$ cat src/rtl/stereo_rd_arbiter_if.sv
// stereo_rd_arbiter_if: requester, return-beat and AXI read-channel signals of the stereo read arbiter
interface stereo_rd_arbiter_if #(
  parameter int ADDR_WIDTH = 32,
  parameter int DATA_WIDTH = 32,
  parameter int MAX_OUTSTANDING = 4
);
  logic req0_valid, req1_valid, req0_ready, req1_ready;
  logic [ADDR_WIDTH-1:0] req0_addr, req1_addr;
  logic [7:0] req0_len, req1_len;
  logic rd0_valid, rd1_valid, rd0_ready, rd1_ready, rd0_last, rd1_last;
  logic [DATA_WIDTH-1:0] rd0_data, rd1_data;
  logic [ADDR_WIDTH-1:0] m_araddr;
  logic [7:0] m_arlen;
  logic m_arvalid, m_arready;
  logic [DATA_WIDTH-1:0] m_rdata;
  logic m_rlast, m_rvalid, m_rready;
  logic [$clog2(MAX_OUTSTANDING):0] outstanding;
  logic busy;
  modport slave (
    input  req0_valid, req1_valid, req0_addr, req1_addr, req0_len, req1_len,
    input  rd0_ready, rd1_ready, m_arready, m_rdata, m_rlast, m_rvalid,
    output req0_ready, req1_ready, rd0_valid, rd1_valid, rd0_data, rd1_data, rd0_last, rd1_last,
    output m_araddr, m_arlen, m_arvalid, m_rready, outstanding, busy
  );
  modport master (
    output req0_valid, req1_valid, req0_addr, req1_addr, req0_len, req1_len,
    output rd0_ready, rd1_ready, m_arready, m_rdata, m_rlast, m_rvalid,
    input  req0_ready, req1_ready, rd0_valid, rd1_valid, rd0_data, rd1_data, rd0_last, rd1_last,
    input  m_araddr, m_arlen, m_arvalid, m_rready, outstanding, busy
  );
endinterface

$ cat src/rtl/stereo_rd_arbiter.sv
// stereo_rd_arbiter: round-robin sharing of one AXI read port between two line fetchers with in-order R routing
module stereo_rd_arbiter #(
  parameter int ADDR_WIDTH = 32,
  parameter int DATA_WIDTH = 32,
  parameter int MAX_OUTSTANDING = 4
) (
  input logic aclk,
  input logic aresetn,
  stereo_rd_arbiter_if.slave bus
);
  localparam int PW = $clog2(MAX_OUTSTANDING);
  typedef enum logic {IDLE, ISSUE} state_e;
  state_e state_q, state_d;
  logic last_grant_q, last_grant_d;
  logic [ADDR_WIDTH-1:0] addr_q, addr_d;
  logic [7:0] len_q, len_d;
  logic [MAX_OUTSTANDING-1:0] fifo_q, fifo_d;
  logic [PW-1:0] wr_q, wr_d, rd_q, rd_d;
  logic [PW:0] cnt_q, cnt_d;
  logic grant, full, empty, head, push, pop, idle;
  always_comb begin
    idle = state_q == IDLE;
    full = cnt_q == (PW+1)'(MAX_OUTSTANDING);
    empty = cnt_q == '0;
    head = fifo_q[rd_q];
    grant = (bus.req0_valid && bus.req1_valid) ? !last_grant_q : bus.req1_valid;
    // aresetn gate keeps the combinational readies low while reset is held
    bus.req0_ready = aresetn && idle && !full && !grant;
    bus.req1_ready = aresetn && idle && !full && grant;
    push = grant ? bus.req1_valid && bus.req1_ready : bus.req0_valid && bus.req0_ready;
    bus.m_rready = !empty && (head ? bus.rd1_ready : bus.rd0_ready);
    pop = bus.m_rvalid && bus.m_rready && bus.m_rlast;
    bus.rd0_valid = bus.m_rvalid && !empty && !head;
    bus.rd1_valid = bus.m_rvalid && !empty && head;
    bus.rd0_data = bus.m_rdata;
    bus.rd1_data = bus.m_rdata;
    bus.rd0_last = bus.m_rlast;
    bus.rd1_last = bus.m_rlast;
    bus.m_arvalid = state_q == ISSUE;
    bus.m_araddr = addr_q;
    bus.m_arlen = len_q;
    bus.outstanding = cnt_q;
    bus.busy = !idle || !empty;
    state_d = push ? ISSUE : (!idle && bus.m_arready) ? IDLE : state_q;
    addr_d = push ? (grant ? bus.req1_addr : bus.req0_addr) : addr_q;
    len_d = push ? (grant ? bus.req1_len : bus.req0_len) : len_q;
    last_grant_d = push ? grant : last_grant_q;
    fifo_d = fifo_q;
    if (push) fifo_d[wr_q] = grant;
    wr_d = push ? wr_q + PW'(1) : wr_q;
    rd_d = pop ? rd_q + PW'(1) : rd_q;
    cnt_d = cnt_q + (PW+1)'(push) - (PW+1)'(pop);
  end
  always_ff @(posedge aclk) begin
    if (!aresetn) begin
      state_q <= IDLE;
      last_grant_q <= 1'b1;
      addr_q <= '0;
      len_q <= '0;
      fifo_q <= '0;
      wr_q <= '0;
      rd_q <= '0;
      cnt_q <= '0;
    end else begin
      state_q <= state_d;
      last_grant_q <= last_grant_d;
      addr_q <= addr_d;
      len_q <= len_d;
      fifo_q <= fifo_d;
      wr_q <= wr_d;
      rd_q <= rd_d;
      cnt_q <= cnt_d;
    end
  end
endmodule

$ cat src/flat_wrapper.sv
// flat-port wrapper written by rule: the top's interface ports become plain ports
module stereo_rd_arbiter_flat 
#(
  parameter int ADDR_WIDTH = 32,
  parameter int DATA_WIDTH = 32,
  parameter int MAX_OUTSTANDING = 4
)
  (aclk, aresetn, bus_req0_valid, bus_req1_valid, bus_req0_addr, bus_req1_addr, bus_req0_len, bus_req1_len, bus_rd0_ready, bus_rd1_ready, bus_m_arready, bus_m_rdata, bus_m_rlast, bus_m_rvalid, bus_req0_ready, bus_req1_ready, bus_rd0_valid, bus_rd1_valid, bus_rd0_data, bus_rd1_data, bus_rd0_last, bus_rd1_last, bus_m_araddr, bus_m_arlen, bus_m_arvalid, bus_m_rready, bus_outstanding, bus_busy);
  stereo_rd_arbiter_if #(.ADDR_WIDTH(ADDR_WIDTH), .DATA_WIDTH(DATA_WIDTH), .MAX_OUTSTANDING(MAX_OUTSTANDING)) bus_i ();
  input logic aclk;
  input logic aresetn;
  input wire logic [$bits(bus_i.req0_valid)-1:0] bus_req0_valid;
  input wire logic [$bits(bus_i.req1_valid)-1:0] bus_req1_valid;
  input wire logic [$bits(bus_i.req0_addr)-1:0] bus_req0_addr;
  input wire logic [$bits(bus_i.req1_addr)-1:0] bus_req1_addr;
  input wire logic [$bits(bus_i.req0_len)-1:0] bus_req0_len;
  input wire logic [$bits(bus_i.req1_len)-1:0] bus_req1_len;
  input wire logic [$bits(bus_i.rd0_ready)-1:0] bus_rd0_ready;
  input wire logic [$bits(bus_i.rd1_ready)-1:0] bus_rd1_ready;
  input wire logic [$bits(bus_i.m_arready)-1:0] bus_m_arready;
  input wire logic [$bits(bus_i.m_rdata)-1:0] bus_m_rdata;
  input wire logic [$bits(bus_i.m_rlast)-1:0] bus_m_rlast;
  input wire logic [$bits(bus_i.m_rvalid)-1:0] bus_m_rvalid;
  output wire logic [$bits(bus_i.req0_ready)-1:0] bus_req0_ready;
  output wire logic [$bits(bus_i.req1_ready)-1:0] bus_req1_ready;
  output wire logic [$bits(bus_i.rd0_valid)-1:0] bus_rd0_valid;
  output wire logic [$bits(bus_i.rd1_valid)-1:0] bus_rd1_valid;
  output wire logic [$bits(bus_i.rd0_data)-1:0] bus_rd0_data;
  output wire logic [$bits(bus_i.rd1_data)-1:0] bus_rd1_data;
  output wire logic [$bits(bus_i.rd0_last)-1:0] bus_rd0_last;
  output wire logic [$bits(bus_i.rd1_last)-1:0] bus_rd1_last;
  output wire logic [$bits(bus_i.m_araddr)-1:0] bus_m_araddr;
  output wire logic [$bits(bus_i.m_arlen)-1:0] bus_m_arlen;
  output wire logic [$bits(bus_i.m_arvalid)-1:0] bus_m_arvalid;
  output wire logic [$bits(bus_i.m_rready)-1:0] bus_m_rready;
  output wire logic [$bits(bus_i.outstanding)-1:0] bus_outstanding;
  output wire logic [$bits(bus_i.busy)-1:0] bus_busy;
  assign bus_i.req0_valid = bus_req0_valid;
  assign bus_i.req1_valid = bus_req1_valid;
  assign bus_i.req0_addr = bus_req0_addr;
  assign bus_i.req1_addr = bus_req1_addr;
  assign bus_i.req0_len = bus_req0_len;
  assign bus_i.req1_len = bus_req1_len;
  assign bus_i.rd0_ready = bus_rd0_ready;
  assign bus_i.rd1_ready = bus_rd1_ready;
  assign bus_i.m_arready = bus_m_arready;
  assign bus_i.m_rdata = bus_m_rdata;
  assign bus_i.m_rlast = bus_m_rlast;
  assign bus_i.m_rvalid = bus_m_rvalid;
  assign bus_req0_ready = bus_i.req0_ready;
  assign bus_req1_ready = bus_i.req1_ready;
  assign bus_rd0_valid = bus_i.rd0_valid;
  assign bus_rd1_valid = bus_i.rd1_valid;
  assign bus_rd0_data = bus_i.rd0_data;
  assign bus_rd1_data = bus_i.rd1_data;
  assign bus_rd0_last = bus_i.rd0_last;
  assign bus_rd1_last = bus_i.rd1_last;
  assign bus_m_araddr = bus_i.m_araddr;
  assign bus_m_arlen = bus_i.m_arlen;
  assign bus_m_arvalid = bus_i.m_arvalid;
  assign bus_m_rready = bus_i.m_rready;
  assign bus_outstanding = bus_i.outstanding;
  assign bus_busy = bus_i.busy;
  stereo_rd_arbiter #(.ADDR_WIDTH(ADDR_WIDTH), .DATA_WIDTH(DATA_WIDTH), .MAX_OUTSTANDING(MAX_OUTSTANDING)) u_core (.aclk(aclk), .aresetn(aresetn), .bus(bus_i));
endmodule
$ cat config.mk
export PLATFORM = sky130hd
export DESIGN_NAME = stereo_rd_arbiter_flat
export DESIGN_NICKNAME = d
export VERILOG_FILES = /design/src/rtl/stereo_rd_arbiter_if.sv /design/src/rtl/stereo_rd_arbiter.sv /design/src/flat_wrapper.sv
export SDC_FILE = /design/constraint.sdc
export NUM_CORES = 1
export LEC_CHECK = 0
export BUFFER_PORTS_ARGS = -buffer_cell sky130_fd_sc_hd__buf_4
export CORE_AREA = 2 2 91 93
export CTS_CLUSTER_DIAMETER = 150
export DETAILED_ROUTE_END_ITERATION = 6
export DIE_AREA = 0 0 93 95
export PLACE_DENSITY = 0.76
export SLEW_MARGIN = 10
export SYNTH_ARGS = -nofsm -noshare
export SYNTH_HDL_FRONTEND = slang
export SYNTH_SLANG_ARGS = --single-unit
$ cat constraint.sdc
create_clock -name aclk -period 2.95 [get_ports aclk]
set_input_delay 0.1475 -clock aclk [delete_from_list [all_inputs] [get_ports aclk]]
set_output_delay 0.1475 -clock aclk [all_outputs]
set_load 0.05 [all_outputs]
==> results of run 1 <==
-- layer usage --
metal / routed length, µm / GRT usage (%) / vias up
met5: 0 / 0 / -
met2: 3590 / 27.4 / 79
met1: 2470 / 14.9 / 1101
met3: 468 / 3.11 / 21
li1: - / - / 1205
met4: 132 / 5.64 / 0
-- worst reg2reg max path, cell delays in order, from the launching register on --
cell	delay [ns]
dfxtp_1	0.41
mux2i_1	0.30
mux2_2	0.23
mux2i_1	0.23
nor2_1	0.06
ha_1	0.27
inv_1	0.04
ha_1	0.19
fa_1	0.38
xnor2_1	0.20
xnor2_1	0.15
nor2_1	0.05
-- how the worst max path moves through the flow --
| stage | start | to | slack [ns] | cells past startpoint |
|---|---|---|---|---|
| after CTS | u_core.rd_q[1]$_SDFFE_PN0P_ | u_core.bus.outstanding[2]$_SDFF_PN0_ | 0.28 | 11 |
| after floorplan | u_core.bus.outstanding[1]$_SDFF_PN0_ | u_core.bus.outstanding[2]$_SDFF_PN0_ | 0.52 | 10 |
| final | u_core.rd_q[1]$_SDFFE_PN0P_ | u_core.bus.outstanding[2]$_SDFF_PN0_ | 0.30 | 11 |
| after global placement | u_core.rd_q[1]$_SDFFE_PN0P_ | u_core.bus.outstanding[2]$_SDFF_PN0_ | 0.42 | 11 |
| after detailed placement | u_core.rd_q[1]$_SDFFE_PN0P_ | u_core.bus.outstanding[2]$_SDFF_PN0_ | 0.31 | 11 |
| after global routing | u_core.rd_q[1]$_SDFFE_PN0P_ | u_core.bus.outstanding[2]$_SDFF_PN0_ | 0.07 | 11 |
-- power by group through the flow --
stage | registers [mW] | logic, mW | clock network (mW)
6_report | 0.915 | 1.30 | 0.572
5_1_grt | 0.934 | 1.40 | 0.623
4_1_cts | 0.918 | 1.32 | 0.596
3_5_place_dp | 0.934 | 1.32 | 0
3_3_place_gp | 0.927 | 1.29 | 0
2_1_floorplan | 1.28 | 0.823 | 0
-- sequential cells by signal, summed over array words and instances (netlist names) --
name and count:
u_core.bus.m_araddr 32, u_core.bus.m_arlen 8, u_core.bus.m_arvalid 1, u_core.bus.outstanding 3
u_core.fifo_q 4, u_core.last_grant_q 1, u_core.rd_q 2, u_core.wr_q 2
-- final cells by class --
type / instances / area, µm²
Clock inverter: 3 / 65.1
Inverter: 8 / 30.0
Multi-Input combinational cell: 187 / 1440
Fill cell: 770 / 4060
Tap cell: 105 / 131
Sequential cell: 53 / 1060
Timing Repair Buffer: 143 / 1070
Clock buffer: 5 / 68.8
-- cell families (layout without fill, tap and decap cells) --
kind of cell / count (synthesis) / after routing / share of synthesized area [%]
xor+xnor: 3 / 3 / 0.836
fa+ha+maj: 7 / 7 / 3.03
compound gates: 59 / 59 / 16.5
simple gates: 70 / 70 / 9.56
mux: 48 / 48 / 15.3
flops: 53 / 53 / 33.8
buf+inv: 93 / 159 / 20.9
-- per-stage QoR --
step	std cells	util [%]
after floorplan	333	-
after global placement	496	47.1
after detailed placement	496	47.1
after CTS	504	48.8
after global routing	504	48.8
final	504	48.8
-- layout by cell type, fill, tap and decap left out, drive strengths merged --
cell type / netlist / final
a211oi: 41 / 41
a21boi: 1 / 1
a21o: 1 / 1
a21oi: 6 / 6
a221o: 1 / 1
and2: 3 / 3
buf: 80 / 143
bufinv: 0 / 2
clkbuf: 5 / 5
clkinv: 0 / 1
dfxtp: 53 / 53
fa: 1 / 1
ha: 6 / 6
inv: 8 / 8
mux2: 1 / 1
mux2i: 47 / 47
nand2: 3 / 3
nand2b: 3 / 3
nand3: 5 / 5
nor2: 50 / 50
nor2b: 2 / 2
nor3: 1 / 1
nor3b: 2 / 2
o21ai: 8 / 8
o21bai: 1 / 1
or3: 1 / 1
xnor2: 3 / 3
==> run metrics, run 1 <==
status finished clean; routed via count 2406; fraction of layout cells with a size suffix above 1 43.9%; Die W 93 µm; clk_lat worst skew 0.30 ns; DR iter-0 viols 73; top-count cell post-synth buf_4; number of flops mapped to enable cells by yosys 0; number of routed nets with antenna violations 0; Resized cells post-CTS 0; Post-Synthesis Cells 333; # port buffers 140; layout overhead on the synthesized area 23.1%; Period minus WS final 2.65 ns; Max Cap Violations 0; Num CTS Buffers 5; HP Start aresetn; I/O Pins 237; Pwr Density 721 nW/µm²; Synth top cells by count buf_4, dfxtp_1, nor2_1; Comb power frac 46.7%; CTS tree built; synthesized cell area 3140 µm²; Flop pwr share 32.8%; WP data required 3.11 ns; via count of the first global-routing pass 2320; via/cell ratio 4.77; Tightest Hold Check Type in -> reg; largest cells by area after synthesis dfxtp_1, buf_4, mux2i_1; Final Power 2.79 mW; Setup crit start kind register; Setup Skew 0.0144 ns; GRT Residual Overflow 0; Hold Path Depth 2; Most used DFF post-synth dfxtp_1; setup repair bufs after CTS 0; cell taking the most area after synthesis dfxtp_1; Reg clk slew, reported paths 0.10 ns; ant diodes 0; Worst Path Class, Setup reg -> reg; CP max-delay cell dfxtp_1; Crit. End Element register; Placement Rows 33; ys async rst share 0%; Worst R2R End u_core.bus.outstanding[2]$_SDFF_PN0_; final critical-path share of the clock period 89.8%; WL final 6660 µm; Final Hold Viols 0; crit-path cells mux2i_1 > mux2_2 > mux2i_1 > nor2_1 > ha_1 > inv_1 > ha_1 > fa_1 > xnor2_1 > xnor2_1 > nor2_1; Avg WL per Cell 13.2 µm; Pint 1.63 mW; H-tree levels 2; largest net degree at the start of global routing 84; unrepaired setup endpoints after global routing false; Global Route Usage Sum 14.2%; CTS sink cnt 53; Lkg Pwr 1.71 nW; CTS root buf clkbuf_8; Crit path largest cell delay 0.41 ns; Max VDD drop 0.000314 V; Reg2Reg Depth 11; Yosys reg bits 53; Net Switching 1.16 mW; Crit Path Max Fanout 4; Core Area 7930 µm²; RR Startpoint u_core.rd_q[1]$_SDFFE_PN0P_; worst path arrival time 2.81 ns; CP Buf/Inv Count 1; final net count 526; synth warn 0; Detail Placement HPWL 5080 µm; pre-CTS setup slack 0.310 ns; f_max 378 MHz; delay-heaviest family, CP adder cells; initial antenna violation count 0; post-route design area 3870 µm²; DRT Pass-1 Iters 4; Clock Path Buffers 2; # DRC 0; Least-Margin Pin Slew 1.04 ns; flop-to-flop setup slack 0.30 ns; Netlist cell types 28; switching share of power 41.7%; post-synth top area share 33.8%; Starting Density 39.6%; synthesized net count 461; Clock power frac 20.5%; dpl cell area 3730 µm²; Final Setup Violations 0; Die H 95 µm; Slew Viols, Final 0; Max-slew headroom 30.3%; WHS Endpoint u_core.bus.outstanding[0]$_SDFF_PN0_; Die ar. 8840 µm²; GPL Wtd Cong 0.800; Syn Area/Cell 9.43 µm²; Hold WS 0.111 ns; post-route setup TNS 0 ns; Post-CTS Hold Buffers 0; Final WS setup 0.301 ns; first-pass GRT wire length 10200 µm; sequential share of the synthesized area 33.8%
Power figures use the tool's default switching activity.
==> run 2, diff against run 1 <==
- CAP_MARGIN: unset -> 20
- CORE_AREA: 2 2 91 93 -> 2 2 93 95
- DIE_AREA: 0 0 93 95 -> 0 0 95 97
- PLACE_DENSITY: 0.76 -> 0.73
- REMOVE_ABC_BUFFERS: unset -> 1
- clock period: 2.95 -> 3.3 ns (I/O delays scaled with it)
==> run metrics, run 2 (same netlist as run 1, synthesis figures left out) <==
Tightest Hold Check Type in -> reg; CP Buf/Inv Count 1 (unchanged); Least-Margin Pin Slew 0.894 ns (-0.149 ns); Final Setup Violations 0 (unchanged); first-pass GRT wire length 14300 µm (+40%); Avg WL per Cell 19.8 µm (+50%); Die W 95 µm (+2.2%); DR iter-0 viols 52 (-29%); Max VDD drop 0.000235 V (-25%); Setup Skew 0.00474 ns (-0.00968 ns); Reg clk slew, reported paths 0.09 ns (about the same); commonest non-fill, non-tap cell in the layout buf_4; GPL Wtd Cong 0.810 (+1.2%); I/O Pins 237 (unchanged); Period minus WS final 2.62 ns (-0.0299 ns); crit-path cells mux2i_1 > mux2_2 > mux2i_1 > nor2_1 > ha_1 > inv_1 > ha_1 > fa_1 > xnor2_1 > xnor2_1 > nor2_1; Met2 Wirelength 4000 µm (+11%); Clock Path Buffers 2 (unchanged); f_max 382 MHz (+1.1%); Worst R2R End u_core.bus.outstanding[2]$_SDFF_PN0_; via count of the first global-routing pass 2405 (+3.7%); Die ar. 9220 µm² (+4.3%); CTS sink cnt 53 (unchanged); ant diodes 0 (unchanged); Largest register FFs 32 (unchanged); post-route setup TNS 0 ns (unchanged); H-tree levels 2 (unchanged); WP data required 3.49 ns (+0.38 ns); CP max-delay cell dfxtp_1; Detail Placement HPWL 8040 µm (+58%); # port buffers 140 (unchanged); Max Cap Violations 0 (unchanged); Post-CTS Hold Buffers 0 (unchanged); Crit. End Element register; most frequent cells in the layout buf_4, dfxtp_1, nor2_1, mux2i_1; worst path arrival time 2.81 ns (about the same); unrepaired setup endpoints after global routing false; routed via count 2524 (+4.9%); routed wl met3 2080 µm (+340%); RR Startpoint u_core.rd_q[1]$_SDFFE_PN0P_; layout overhead on the synthesized area 22.9%; clk_lat worst skew 0.30 ns (about the same); Starting Density 38.6% (-1.0 points); Die H 97 µm (+2.1%); Placement Rows 33 (unchanged); flop-to-flop setup slack 0.68 ns (+0.38 ns); Lkg Pwr 1.70 nW (-0.35%); met1 WL 3770 µm (+53%); Num CTS Buffers 5 (unchanged); Resized cells post-CTS 0 (unchanged); Crit Path Max Fanout 4 (unchanged); setup repair bufs after CTS 0 (unchanged); Slew Viols, Final 0 (unchanged); final net count 526 (unchanged); CTS root buf clkbuf_8; CTS tree built; HP Start aresetn; Crit. Startpoint u_core.rd_q[1]$_SDFFE_PN0P_; Reg2Reg Depth 11 (unchanged); # DRC 0 (unchanged); Crit path largest cell delay 0.40 ns (about the same); Final Hold Viols 0 (unchanged); initial antenna violation count 0 (unchanged); fraction of layout cells with a size suffix above 1 43.7% (-0.14 points); GRT Residual Overflow 0 (unchanged); crit path to u_core.bus.outstanding[2]$_SDFF_PN0_; number of routed nets with antenna violations 0 (unchanged); status finished clean; largest net degree at the start of global routing 84 (unchanged); delay-heaviest family, CP adder cells; final critical-path share of the clock period 79.4% (-10 points); Max-slew headroom 40.4% (+10 points); Worst Path Class, Setup reg -> reg; DRT Pass-1 Iters 4 (unchanged); cell depth of the worst setup path 11 (unchanged); Setup crit start kind register; WL final 9970 µm (+50%); Hold Path Depth 2 (unchanged); via/cell ratio 5.02 (+5.1%); Global Route Usage Sum 21.0% (+6.8 points); Max Used Layer met5; Core Area 8130 µm² (+2.6%); Pwr Density 628 nW/µm² (-13%); Final Power 2.42 mW (-13%)
[run 2: changes by cell type in the layout (fill, tap and decap cells not counted)]
cell / change
bufinv_16: -1
buf_4: -2
buf_12: +2
[run 2: layout make-up]
type / count / area [µm²]
fill: 780 / 4270
timing repair buffer: 143 / 1100
clock buffer: 5 / 68.8
inverter: 8 / 30.0
sequential: 53 / 1060
multi-input combinational: 187 / 1440
tap: 105 / 131
clock inverter: 2 / 35.0
[run 2: report_power, final]
group	leakage [nW]	internal (mW)	switching [mW]
Clock	0.0540	0.221	0.208
Combinational	1.21	0.413	0.757
Sequential	0.437	0.744	0.0801
[run 2: per-stage QoR]
stage          setup slack, ns  util (%)  hold slack (ns)  instance area, µm²  instances
3_3_place_gp             0.784      46.0            0.331                3740        495
6_report                 0.681      47.5            0.137                3860        503
2_1_floorplan            -1.84         -            0.287                2510        248
4_1_cts                  0.668      47.2            0.124                3840        502
3_5_place_dp             0.695      46.0            0.331                3740        495
5_1_grt                  0.519      47.5            0.119                3860        503
[run 2: per-layer routing]
layer / global-route usage [%] / up-vias
met4: 3.68 / 2
met5: 5.95 / -
li1: - / 1206
met2: 28.7 / 241
met1: 24.5 / 1066
met3: 18.4 / 9
[run 2: how the worst min path moves through the flow]
stage                                            to  slack [ns]
5_1_grt        u_core.bus.outstanding[0]$_SDFF_PN0_        0.12
3_3_place_gp                       bus_rd0_data[17]        0.33
4_1_cts        u_core.bus.outstanding[0]$_SDFF_PN0_        0.12
3_5_place_dp                       bus_rd0_data[17]        0.33
2_1_floorplan  u_core.bus.outstanding[0]$_SDFF_PN0_        0.29
6_report       u_core.bus.outstanding[0]$_SDFF_PN0_        0.14
==> run 3, diff against run 2 <==
- CORE_AREA: 2 2 93 95 -> 2 2 91 93
- DIE_AREA: 0 0 95 97 -> 0 0 93 95
- PLACE_DENSITY: 0.73 -> 0.76
- clock period: 3.3 -> 2.7 ns (I/O delays scaled with it)
==> run metrics, run 3 (same netlist as run 1, synthesis figures left out) <==
status finished clean; CP max-delay cell fa_1; DR iter-0 viols 66 (+27%); Detail Placement HPWL 8150 µm (+1.4%); largest net degree at the start of global routing 84 (unchanged); post-route setup TNS 0 ns (unchanged); GPL Wtd Cong 0.745 (-8.0%); Max VDD drop 0.000320 V (+36%); CTS tree built; Post-CTS Hold Buffers 0 (unchanged); Die W 93 µm (-2.1%); CTS root buf clkbuf_8; crit-path cells mux2i_2 > mux2_4 > mux2i_2 > nor2_1 > ha_1 > inv_1 > ha_1 > fa_1 > xnor2_2 > xnor2_1 > nor2_1; Worst R2R End u_core.bus.outstanding[2]$_SDFF_PN0_; # DRC 0 (unchanged); f_max 387 MHz (+1.4%); Core Area 7930 µm² (-2.5%); crit path to u_core.bus.outstanding[2]$_SDFF_PN0_; Num CTS Buffers 5 (unchanged); WL final 10100 µm (+1.1%); Die ar. 8840 µm² (-4.1%); Pwr Density 775 nW/µm² (+23%); Crit. Startpoint u_core.rd_q[1]$_SDFFE_PN0P_; Slew Viols, Final 0 (unchanged); first-pass GRT wire length 14400 µm (+0.53%); Die H 95 µm (-2.1%); fraction of layout cells with a size suffix above 1 45.0% (+1.3 points); Setup Skew 0.00939 ns (+0.00465 ns); RR Startpoint u_core.rd_q[1]$_SDFFE_PN0P_; final critical-path share of the clock period 95.7% (+16 points); Clock Path Buffers 2 (unchanged); via/cell ratio 5.10 (+1.7%); H-tree levels 2 (unchanged); Global Route Usage Sum 22.1% (+1.1 points); I/O Pins 237 (unchanged); clk_lat worst skew 0.30 ns (about the same); DRT Pass-1 Iters 4 (unchanged); Period minus WS final 2.58 ns (-0.0359 ns); # port buffers 140 (unchanged); ant diodes 0 (unchanged); Crit path largest cell delay 0.41 ns (about the same); layout overhead on the synthesized area 24.0%; Max Cap Violations 0 (unchanged); Final Setup Violations 0 (unchanged); Crit Path Max Fanout 4 (unchanged); CTS sink cnt 53 (unchanged); Least-Margin Pin Slew 1.08 ns (+0.183 ns); Reg2Reg Depth 11 (unchanged); Net Switching 1.29 mW (+23%); number of routed nets with antenna violations 0 (unchanged); via count of the first global-routing pass 2408 (+0.12%); final net count 527 (+0.19%); initial antenna violation count 0 (unchanged); Crit. End Element register; Pint 1.73 mW (+26%); commonest non-fill, non-tap cell in the layout buf_4; Max-slew headroom 28.2% (-12 points); flop-to-flop setup slack 0.12 ns (-0.56 ns); Lkg Pwr 1.72 nW (+0.83%); routed via count 2576 (+2.1%); worst path arrival time 2.73 ns (-0.08 ns); unrepaired setup endpoints after global routing false; switching share of power 42.7% (-0.46 points); Worst Path Class, Setup reg -> reg; Final Power 3.02 mW (+25%); Clock power frac 18.4% (+0.7 points); GRT Residual Overflow 0 (unchanged); most frequent cells in the layout buf_4, dfxtp_1, nor2_1, mux2i_1; Final Hold Viols 0 (unchanged); Placement Rows 33 (unchanged); Largest register FFs 32 (unchanged); Starting Density 39.6% (+1.0 points); Tightest Hold Check Type in -> reg; Avg WL per Cell 20.0 µm (+0.74%); Comb power frac 48.2% (about the same); Reg clk slew, reported paths 0.10 ns (about the same); Flop pwr share 33.4% (-0.6 points); Setup crit start kind register; WP data required 2.85 ns (-0.64 ns)
run 3: through the flow:
step	setup slack, ns	instances	util, %	hold slack [ns]	instance area (µm²)
after floorplan	-2.44	248	-	0.257	2510
after global placement	0.176	496	47.3	0.271	3750
after detailed placement	0.0851	496	47.3	0.271	3750
after CTS	0.0671	504	48.7	0.0972	3860
after global routing	0.00704	505	49.1	0.117	3900
final	0.117	505	49.1	0.113	3900
run 3: final cells by class:
| type | instances | area (µm²) |
|---|---|---|
| Clock buffer | 7 | 86.3 |
| Clock inverter | 1 | 30.0 |
| Fill cell | 783 | 4030 |
| Inverter | 8 | 30.0 |
| Multi-Input combinational cell | 187 | 1460 |
| Sequential cell | 53 | 1060 |
| Tap cell | 105 | 131 |
| Timing Repair Buffer | 144 | 1090 |
run 3: power by group through the flow:
stage	Combinational, mW	Sequential, mW	Clock, mW
global route	1.55	1.02	0.601
global placement	1.42	1.01	0
CTS	1.44	1.00	0.574
floorplan	0.616	1.40	0
finish	1.45	1.01	0.556
detailed placement	1.44	1.02	0
run 3: critical path, delay by kind of cell (launching register included):
family	cells	cell delay (ns)
AND/OR/NAND/NOR	2	0.11
multiplexers	3	0.70
buffers and inverters	1	0.04
XOR/XNOR	2	0.34
flip-flops	1	0.38
adder cells (fa/ha/maj)	3	0.86
run 3: metal layers:
metal	global-route usage (%)	wire [µm]	vias to the layer above
met5	4.76	0	-
li1	-	-	1206
met2	33.0	4200	229
met3	20.4	2150	9
met4	4.66	115	0
met1	22.7	3620	1132
run 3: worst min-delay path by stage:
stage / from / end / slack, ns / depth (start not counted)
floorplan: aresetn / u_core.bus.outstanding[0]$_SDFF_PN0_ / 0.26 / 1
global placement: bus_m_rdata[7] / bus_rd0_data[7] / 0.27 / 0
detailed placement: bus_m_rdata[7] / bus_rd0_data[7] / 0.27 / 0
CTS: aresetn / u_core.bus.outstanding[1]$_SDFF_PN0_ / 0.1 / 2
global route: aresetn / u_core.bus.outstanding[0]$_SDFF_PN0_ / 0.12 / 2
finish: aresetn / u_core.bus.outstanding[1]$_SDFF_PN0_ / 0.11 / 2
run 3: timing repair:
item | in CTS | in global routing
resized for setup | 0 | 7
setup endpoints to repair | 0 | 1
buffers inserted | 0 | 1
